File: config.mk
export PLATFORM = sky130hd
export DESIGN_NAME = mux16_scan_sequencer
export DESIGN_NICKNAME = d
export VERILOG_FILES = /design/src/rtl/mux16_scan_sequencer.sv
export SDC_FILE = /design/constraint.sdc
export NUM_CORES = 1
export LEC_CHECK = 0
export BUFFER_PORTS_ARGS = -buffer_cell sky130_fd_sc_hd__buf_2
export CAP_MARGIN = 30
export CORE_UTILIZATION = 55
export CTS_CLUSTER_SIZE = 28
export DETAILED_ROUTE_END_ITERATION = 6
export PLACE_DENSITY = 0.79
export REMOVE_ABC_BUFFERS = 1
export SLEW_MARGIN = 40
export SYNTH_ARGS = -nofsm -noshare
export SYNTH_HDL_FRONTEND = slang
export SYNTH_SLANG_ARGS = --single-unit
export TNS_END_PERCENT = 5
File: constraint.sdc
create_clock -name clk -period 4.75 [get_ports clk]
set_input_delay 0.2375 -clock clk [delete_from_list [all_inputs] [get_ports clk]]
set_output_delay 0.2375 -clock clk [all_outputs]
set_load 0.005 [all_outputs]
File: src/rtl/mux16_scan_sequencer.sv
// Scans a 16:1 mux select over [first..last] (mod 16), emitting each sampled bit serially and into a capture word.
// Latency: K*(HOLD+1) cycles from the start acceptance edge to done, where K = ((last-first) mod 16) + 1.
// Backpressure: none downstream; start is only accepted while ready=1 and ignored otherwise.
module mux16_scan_sequencer #(
  parameter int unsigned HOLD = 0
) (
  input  logic        clk,
  input  logic        rst_n,
  input  logic        start,
  input  logic [3:0]  first,
  input  logic [3:0]  last,
  output logic        ready,
  output logic [3:0]  sel,
  input  logic        mux_out,
  output logic        bit_out,
  output logic        bit_valid,
  output logic [3:0]  bit_idx,
  output logic [15:0] word,
  output logic        done
);

  typedef enum logic [1:0] {
    IDLE   = 2'd0,
    SETTLE = 2'd1,
    SAMPLE = 2'd2,
    DONE   = 2'd3
  } state_t;

  localparam logic [3:0] HOLD_V = 4'(HOLD);

  state_t      state_q, state_d;
  logic [3:0]  sel_q, sel_d;
  logic [3:0]  last_q, last_d;
  logic [3:0]  cnt_q, cnt_d;
  logic [15:0] word_q, word_d;
  logic        bit_out_q, bit_out_d;
  logic        bit_valid_q, bit_valid_d;
  logic [3:0]  bit_idx_q, bit_idx_d;

  // State register and datapath flops with synchronous active-low reset.
  always_ff @(posedge clk) begin
    if (!rst_n) begin
      state_q     <= IDLE;
      sel_q       <= 4'h0;
      last_q      <= 4'h0;
      cnt_q       <= 4'h0;
      word_q      <= 16'h0000;
      bit_out_q   <= 1'b0;
      bit_valid_q <= 1'b0;
      bit_idx_q   <= 4'h0;
    end else begin
      state_q     <= state_d;
      sel_q       <= sel_d;
      last_q      <= last_d;
      cnt_q       <= cnt_d;
      word_q      <= word_d;
      bit_out_q   <= bit_out_d;
      bit_valid_q <= bit_valid_d;
      bit_idx_q   <= bit_idx_d;
    end
  end

  // Next-state logic: each index settles for HOLD cycles (skipped when HOLD=0) before being sampled.
  always_comb begin
    state_d = state_q;
    case (state_q)
      IDLE: begin
        if (start) state_d = (HOLD_V != 4'h0) ? SETTLE : SAMPLE;
      end
      SETTLE: begin
        // The counter reaching zero on this edge means the next edge samples.
        if (cnt_q <= 4'h1) state_d = SAMPLE;
      end
      SAMPLE: begin
        if (sel_q == last_q) state_d = DONE;
        else                 state_d = (HOLD_V != 4'h0) ? SETTLE : SAMPLE;
      end
      DONE: begin
        state_d = IDLE;
      end
      default: begin
        state_d = IDLE;
      end
    endcase
  end

  // Datapath: range capture on acceptance, hold countdown, sampling and select advance.
  always_comb begin
    sel_d       = sel_q;
    last_d      = last_q;
    cnt_d       = cnt_q;
    word_d      = word_q;
    bit_out_d   = bit_out_q;
    bit_idx_d   = bit_idx_q;
    bit_valid_d = 1'b0;
    case (state_q)
      IDLE: begin
        if (start) begin
          sel_d  = first;
          last_d = last;
          word_d = 16'h0000;
          cnt_d  = HOLD_V;
        end
      end
      SETTLE: begin
        if (cnt_q != 4'h0) cnt_d = cnt_q - 4'h1;
      end
      SAMPLE: begin
        word_d[sel_q] = mux_out;
        bit_out_d     = mux_out;
        bit_idx_d     = sel_q;
        bit_valid_d   = 1'b1;
        if (sel_q != last_q) begin
          // 4-bit add wraps 15 -> 0 naturally.
          sel_d = sel_q + 4'h1;
          cnt_d = HOLD_V;
        end
      end
      default: begin
      end
    endcase
  end

  // Outputs: handshake decoded from state, data straight from flops.
  always_comb begin
    ready     = (state_q == IDLE);
    done      = (state_q == DONE);
    sel       = sel_q;
    word      = word_q;
    bit_out   = bit_out_q;
    bit_valid = bit_valid_q;
    bit_idx   = bit_idx_q;
  end

endmodule

==> impl_metrics.ini, run 1 <==
[floorplanning]
die_h_um = 60.30
start_util = 0.5976
dieArea_sq_mm = 0.003636
die-width_um = 60.30
io_pins = 40
num_rows = 20
core_area_sq_mm = 0.003128

[synth]
ys_seq_elements = 36
synth-adder-area-share = 0.04016
syn_avg_cell_area_sq_um = 8.776
netlist_top_cells_area = dfxtp_1, a21boi_0, nand2_1
synth_mux_area_frac = 0.02209
synth_area_leader_cell = dfxtp_1
syn_inst = 213
async_reset_ff_frac = 0
synth_most_common_cell = dfxtp_1
synth_cell_types = 42
yosysWarnings = 0
synth_commonest_cells = dfxtp_1, nand2_1, a21boi_0
synth-edff-count = 0
synth_top_family_by_area = compound AO/OA/AOI/OAI gates
yosysSeqAreaShare = 0.3855
synthSimpleGateAreaFrac = 0.2296
synth.top_cell.area_share = 0.3855
synth_area_sq_mm = 0.001869
synth_compound_area_frac = 0.2550
synth_xor_xnor_area_share = 0.01874
ys_dominant_reg_cell = dfxtp_1

[critical_path]
critPathArrivalTime_ns = 2.19
r2r_setup_slack_ns = 2.78
critPathMaxStageDelay_ns = 0.63
start_kind = register
crit_chain = nor2b_4, nand2_1, o311ai_0, a21boi_0
critical_path.max_fanout = 33
path_buf_inv = 0
worstSetupEndpointType = register
crit_slowest_cell = nor2b_4
critical_path.top_delay_family = simple AND/OR/NAND/NOR gates
worstPathRequired_ns = 4.97
critical_path_class = register to register

[run]
drv_cap = 0

[routing]
drt_first_iter_violations = 98
post_drt_via_cell_ratio = 5.718
antenna_left = 0
wire_per_inst_um = 14.19
wirelength_mm = 4.072
vias = 1641
drtPass1Iterations = 4
drc = 0

[finish]
multi_input_area_sq_mm = 0.001065
register_area_sq_um = 720.7
num-fill-cells = 277
drive_gt1_frac = 0.2181
diodes = 0
final_nets = 261
final_util = 0.6704
area_growth_pct = 12.18
stdcell_count = 287

[clock_tree]
cts_tree = yes
path_clk_slew_ns = 0.11
cts_resized = 0
cts-root-buf = clkbuf_4
clk_latency_ns = 0.34
hold_buffers = 0
cts_buffers = 5
post-cts-setup-buffers = 0
cts_max_level = 2
clockBufferDepth = 2
cts.sinks = 36

[global_route]
overflow = 0
grt_usage = 0.2617
antenna_found_initial = 0
grt_pass1_wl_mm = 7.058
grt_max_degree = 41
grt_pass1_vias = 1566

[sta]
fmax_mhz = 507.1
maxSlewViolCount = 0
fin_tns_setup_ns = 0
finalSetupViolCount = 0
fin_worst_skew_ns = 0.01193
final.period_utilization = 0.4152
worstMarginPinSlew_ns = 0.6939
maxSlewHeadroom = 0.5363
final_hold_viol_count = 0
fin_ws_ns = 2.778
rsz0062_at_grt = false
fin_crit_ns = 1.972

[status]
status = complete, no violations

[place]
gp_congestion = 0.8288
placed_cells = 280
dp_worst_setup_slack_ns = 2.809
io_buffer_count = 39
dp_hpwl_mm = 2.888

[power]
power_density_mw_per_mm2 = 304.3
vdd_drop_max_mv = 0.2077
p_leak_nw = 0.8179

[hold_path]
hold_path_class = input pin to register
==> layout by cell type, fill, tap and decap left out, types with 2 or more instances in the layout <==
cell | netlist | routed
nor2_1 | 5 | 5
nand4_1 | 16 | 16
clkbuf_4 | 0 | 5
o311ai_0 | 4 | 4
xor2_1 | 4 | 4
nand2b_1 | 4 | 4
nand3_1 | 2 | 2
a21oi_1 | 3 | 3
mux2i_1 | 3 | 3
nand2_1 | 30 | 30
buf_2 | 4 | 39
o211ai_1 | 14 | 14
a21boi_0 | 26 | 26
and2_1 | 3 | 3
dfxtp_1 | 36 | 36
and2_2 | 2 | 2
ha_1 | 6 | 6
inv_1 | 4 | 4
o21ai_0 | 8 | 8
nor2b_1 | 6 | 5
nand3b_1 | 3 | 3
==> routing by layer <==
metal | vias to the layer above | GRT usage | wire (um)
li1 | 843 | - | -
met1 | 744 | 0.3417 | 1952
met2 | 49 | 0.4113 | 1876
met3 | 5 | 0.05844 | 186
met4 | 0 | 0.1163 | 57
met5 | - | 0 | 0
==> power by group <==
| group | internal (W) | total (W) | switching (W) |
|---|---|---|---|
| Sequential | 0.000317 | 0.000341 | 0.0000245 |
| Combinational | 0.0000562 | 0.000147 | 0.0000906 |
| Clock | 0.0000545 | 0.000150 | 0.0000956 |
| Total | 0.000427 | 0.000638 | 0.000211 |
==> cells by family after synthesis <==
logic type / after synthesis
multiplexers: 4
flip-flops: 36
AO/OA/AOI/OAI: 65
XOR/XNOR: 4
adder cells (fa/ha/maj): 6
buffers and inverters: 20
AND/OR/NAND/NOR: 78
==> state kept, by name (all words and copies together), names as in the netlist <==
| register | count |
|---|---|
| word | 16 |
| bit_idx | 4 |
| cnt_q | 4 |
| last_q | 4 |
| sel | 4 |
| state_q | 2 |
| bit_out | 1 |
| bit_valid | 1 |
==> cell type report <==
type                            count  share of cell area
Clock buffer                        6             0.01969
Clock inverter                      1            0.002387
Inverter                            4            0.007160
Multi-Input combinational cell    157              0.5078
Sequential cell                    36              0.3437
Tap cell                           44             0.02625
Timing Repair Buffer               39             0.09308
==> worst paths after layout <==
check | start | end | cells past startpoint
max | state_q[1] | word[3] | 4
min reg2reg | bit_out | bit_out | 2
max reg2reg | state_q[1] | word[3] | 4
min | last[3] | last_q[3] | 3
==> worst register-to-register path: stages, from the launching register on <==
cell	delay [ns]
dfxtp_1	0.53
nor2b_4	0.63
nand2_1	0.25
o311ai_0	0.33
a21boi_0	0.13
==> per-stage QoR <==
step           hold slack, ns  power [W]  cell area (sq um)
2_1_floorplan          0.3550  0.0004420               1793
3_5_place_dp           0.4594  0.0004943               2051
3_3_place_gp           0.4574  0.0004906               2046
4_1_cts                0.1235  0.0006428               2097
5_1_grt                0.1292  0.0006759               2097
6_report               0.1286  0.0006380               2097
Power figures use the tool's default switching activity.
==> run 2, diff against run 1 <==
ABC_AREA = 1   (was default)
CORE_UTILIZATION = 53   (was 55)
PLACE_DENSITY = 0.77   (was 0.79)
clock period = 1.9 ns   (was 4.75 ns; I/O delays follow)
==> run 2 against run 1 <==
Effect of this change: sequential share of layout area is 0.062 points higher; final cell count is 21% higher; highest routed layer unchanged; flip-flop and latch count stayed put; clock skew is 0.0096 ns lower; via count is 9.9% higher; first-iteration DRC count is 18% higher.
==> impl_metrics.ini, run 2 <==
[status]
status = complete, no violations

[clock_tree]
post-cts-setup-buffers = 0
cts_resized = 0
cts_buffers = 5
cts.sinks = 36
cts_tree = yes
cts_max_level = 2
clk_latency_ns = 0.35
clockBufferDepth = 2
cts-root-buf = clkbuf_4
path_clk_slew_ns = 0.10
hold_buffers = 1

[synth]
yosysSeqAreaShare = 0.3945
synth_most_common_cell = nand2_1
ys_seq_elements = 36
synth_xor_xnor_area_share = 0
netlist_top_cells_area = dfxtp_1, nand2_1, a21oi_1
syn_avg_cell_area_sq_um = 6.972
synth_area_sq_mm = 0.001827
ys_dominant_reg_cell = dfxtp_1
synth_top_family_by_area = simple AND/OR/NAND/NOR gates
syn_inst = 262
yosysWarnings = 0
synth_mux_area_frac = 0
synthSimpleGateAreaFrac = 0.3123
synth-adder-area-share = 0.04110
synth_commonest_cells = nand2_1, dfxtp_1, a21oi_1
synth_area_leader_cell = dfxtp_1
synth.top_cell.area_share = 0.3945
synth_cell_types = 25
async_reset_ff_frac = 0
synth_compound_area_frac = 0.1623
synth-edff-count = 0

[sta]
fin_tns_setup_ns = 0
final_hold_viol_count = 0
finalSetupViolCount = 0
maxSlewViolCount = 0
fin_worst_skew_ns = 0.002301
final.period_utilization = 0.8391
rsz0062_at_grt = false
fin_crit_ns = 1.594
timing.hold.ws_ns = 0.03298
fmax_mhz = 627.2
maxSlewHeadroom = 0.7272
worstMarginPinSlew_ns = 0.4078

[hold_path]
worstHoldStart = last[0]
hold_path_class = input pin to register

[floorplanning]
die_h_um = 60.71
core_area_sq_mm = 0.003153
num_rows = 20
io_pins = 40
die-width_um = 60.71
dieArea_sq_mm = 0.003686
start_util = 0.5794

[critical_path]
critical_path_class = register to register
critPathArrivalTime_ns = 1.88
start_kind = register
worstSetupEndpointType = register
reg2reg_from = sel[2]
crit_start = sel[2]
critical_path.max_fanout = 16
worstPathRequired_ns = 2.19

[place]
dp_hpwl_mm = 2.933
io_buffer_count = 39
gp_congestion = 0.7738

[power]
power_density_mw_per_mm2 = 865.3
vdd_drop_max_mv = 0.6585
p_leak_nw = 0.9497

[routing]
post_drt_via_cell_ratio = 5.211
drt_first_iter_violations = 116
wire_per_inst_um = 11.88
antenna_left = 0
drc = 0
wirelength_mm = 4.111
vias = 1803
drtPass1Iterations = 4

[finish]
final_cell_mix = nand2_1, buf_2, dfxtp_1, a21oi_1, nor2_1
final_nets = 320
diodes = 0
num-fill-cells = 322
largest_reg_flops = 16
mostFrequentLayoutCell = nand2_1
register_area_sq_um = 720.7
final_util = 0.6639
drive_gt1_frac = 0.2020
area_growth_pct = 14.59
multi_input_area_sq_um = 942.2

[global_route]
grt_usage = 0.2522
antenna_found_initial = 0
overflow = 0
grt_pass1_vias = 1535
grt_pass1_wl_mm = 6.810
grt_max_degree = 20

[run]
drv_cap = 0
==> run 2: changes by cell type after synthesis, sizes merged, moves of 5 or more <==
| cell | before | now |
|---|---|---|
| nor2 | 5 | 26 |
| clkbuf | 9 | 4 |
| inv | 4 | 20 |
| nand2 | 30 | 64 |
| o211ai | 14 | 0 |
| and2 | 5 | 0 |
| nand3 | 2 | 17 |
| nor3 | 1 | 19 |
| o21ai | 8 | 21 |
| nor2b | 6 | 0 |
| a21boi | 26 | 1 |
| nand4 | 16 | 2 |
| a21oi | 3 | 32 |
==> run 2: logic make-up (layout without fill, tap and decap cells) <==
logic type / after synthesis / after routing
compound gates: 56 / 56
buf+inv: 34 / 74
simple gates: 130 / 130
flops: 36 / 36
fa+ha+maj: 6 / 6
==> run 2: through the flow <==
stage,power (W),instance area [sq um],cells,setup slack [ns]
3_3_place_gp,0.001427,2037,338,0.3856
5_1_grt,0.001940,2093,346,0.09857
2_1_floorplan,0.001252,1742,249,0.2286
4_1_cts,0.001830,2093,346,0.3205
6_report,0.001811,2093,346,0.3057
3_5_place_dp,0.001439,2037,338,0.3534
==> run 2: path summary, 6_finish.rpt <==
check | end | slack (ns) | depth (start not counted)
max reg2reg | sel[0] | 0.31 | 8
min reg2reg | word[2] | 0.46 | 2
min | last_q[0] | 0.03 | 3
max | sel[0] | 0.31 | 8
==> run 2: area by class of cell <==
cell class,count,share of cell area
tap,44,0.02630
multi-input combinational,192,0.4501
inverter,21,0.03766
timing repair buffer,46,0.1195
clock inverter,1,0.002391
clock buffer,6,0.01973
sequential,36,0.3443
==> run 2: power breakdown <==
group          leakage [nW]  internal (W)  switching (W)
Combinational         0.628      0.000193       0.000352
Clock                0.0281      0.000136       0.000249
Sequential            0.294      0.000821      0.0000609
==> run 2: metal layers <==
layer	global-route usage	vias up	wire, um
met5	0	-	0
li1	-	941	-
met4	0.07792	0	54
met1	0.3329	787	1938
met2	0.4019	68	1829
met3	0.07036	7	289
==> run 2: worst max-delay path, cell delays in order, from the launching register on <==
cell and delay (ns):
dfxtp_1 0.52, inv_1 0.18, nand2_1 0.09, nand2_1 0.05
nor2_1 0.12, nand2_2 0.22, nand2_1 0.16, nand2_1 0.07
a21oi_1 0.12
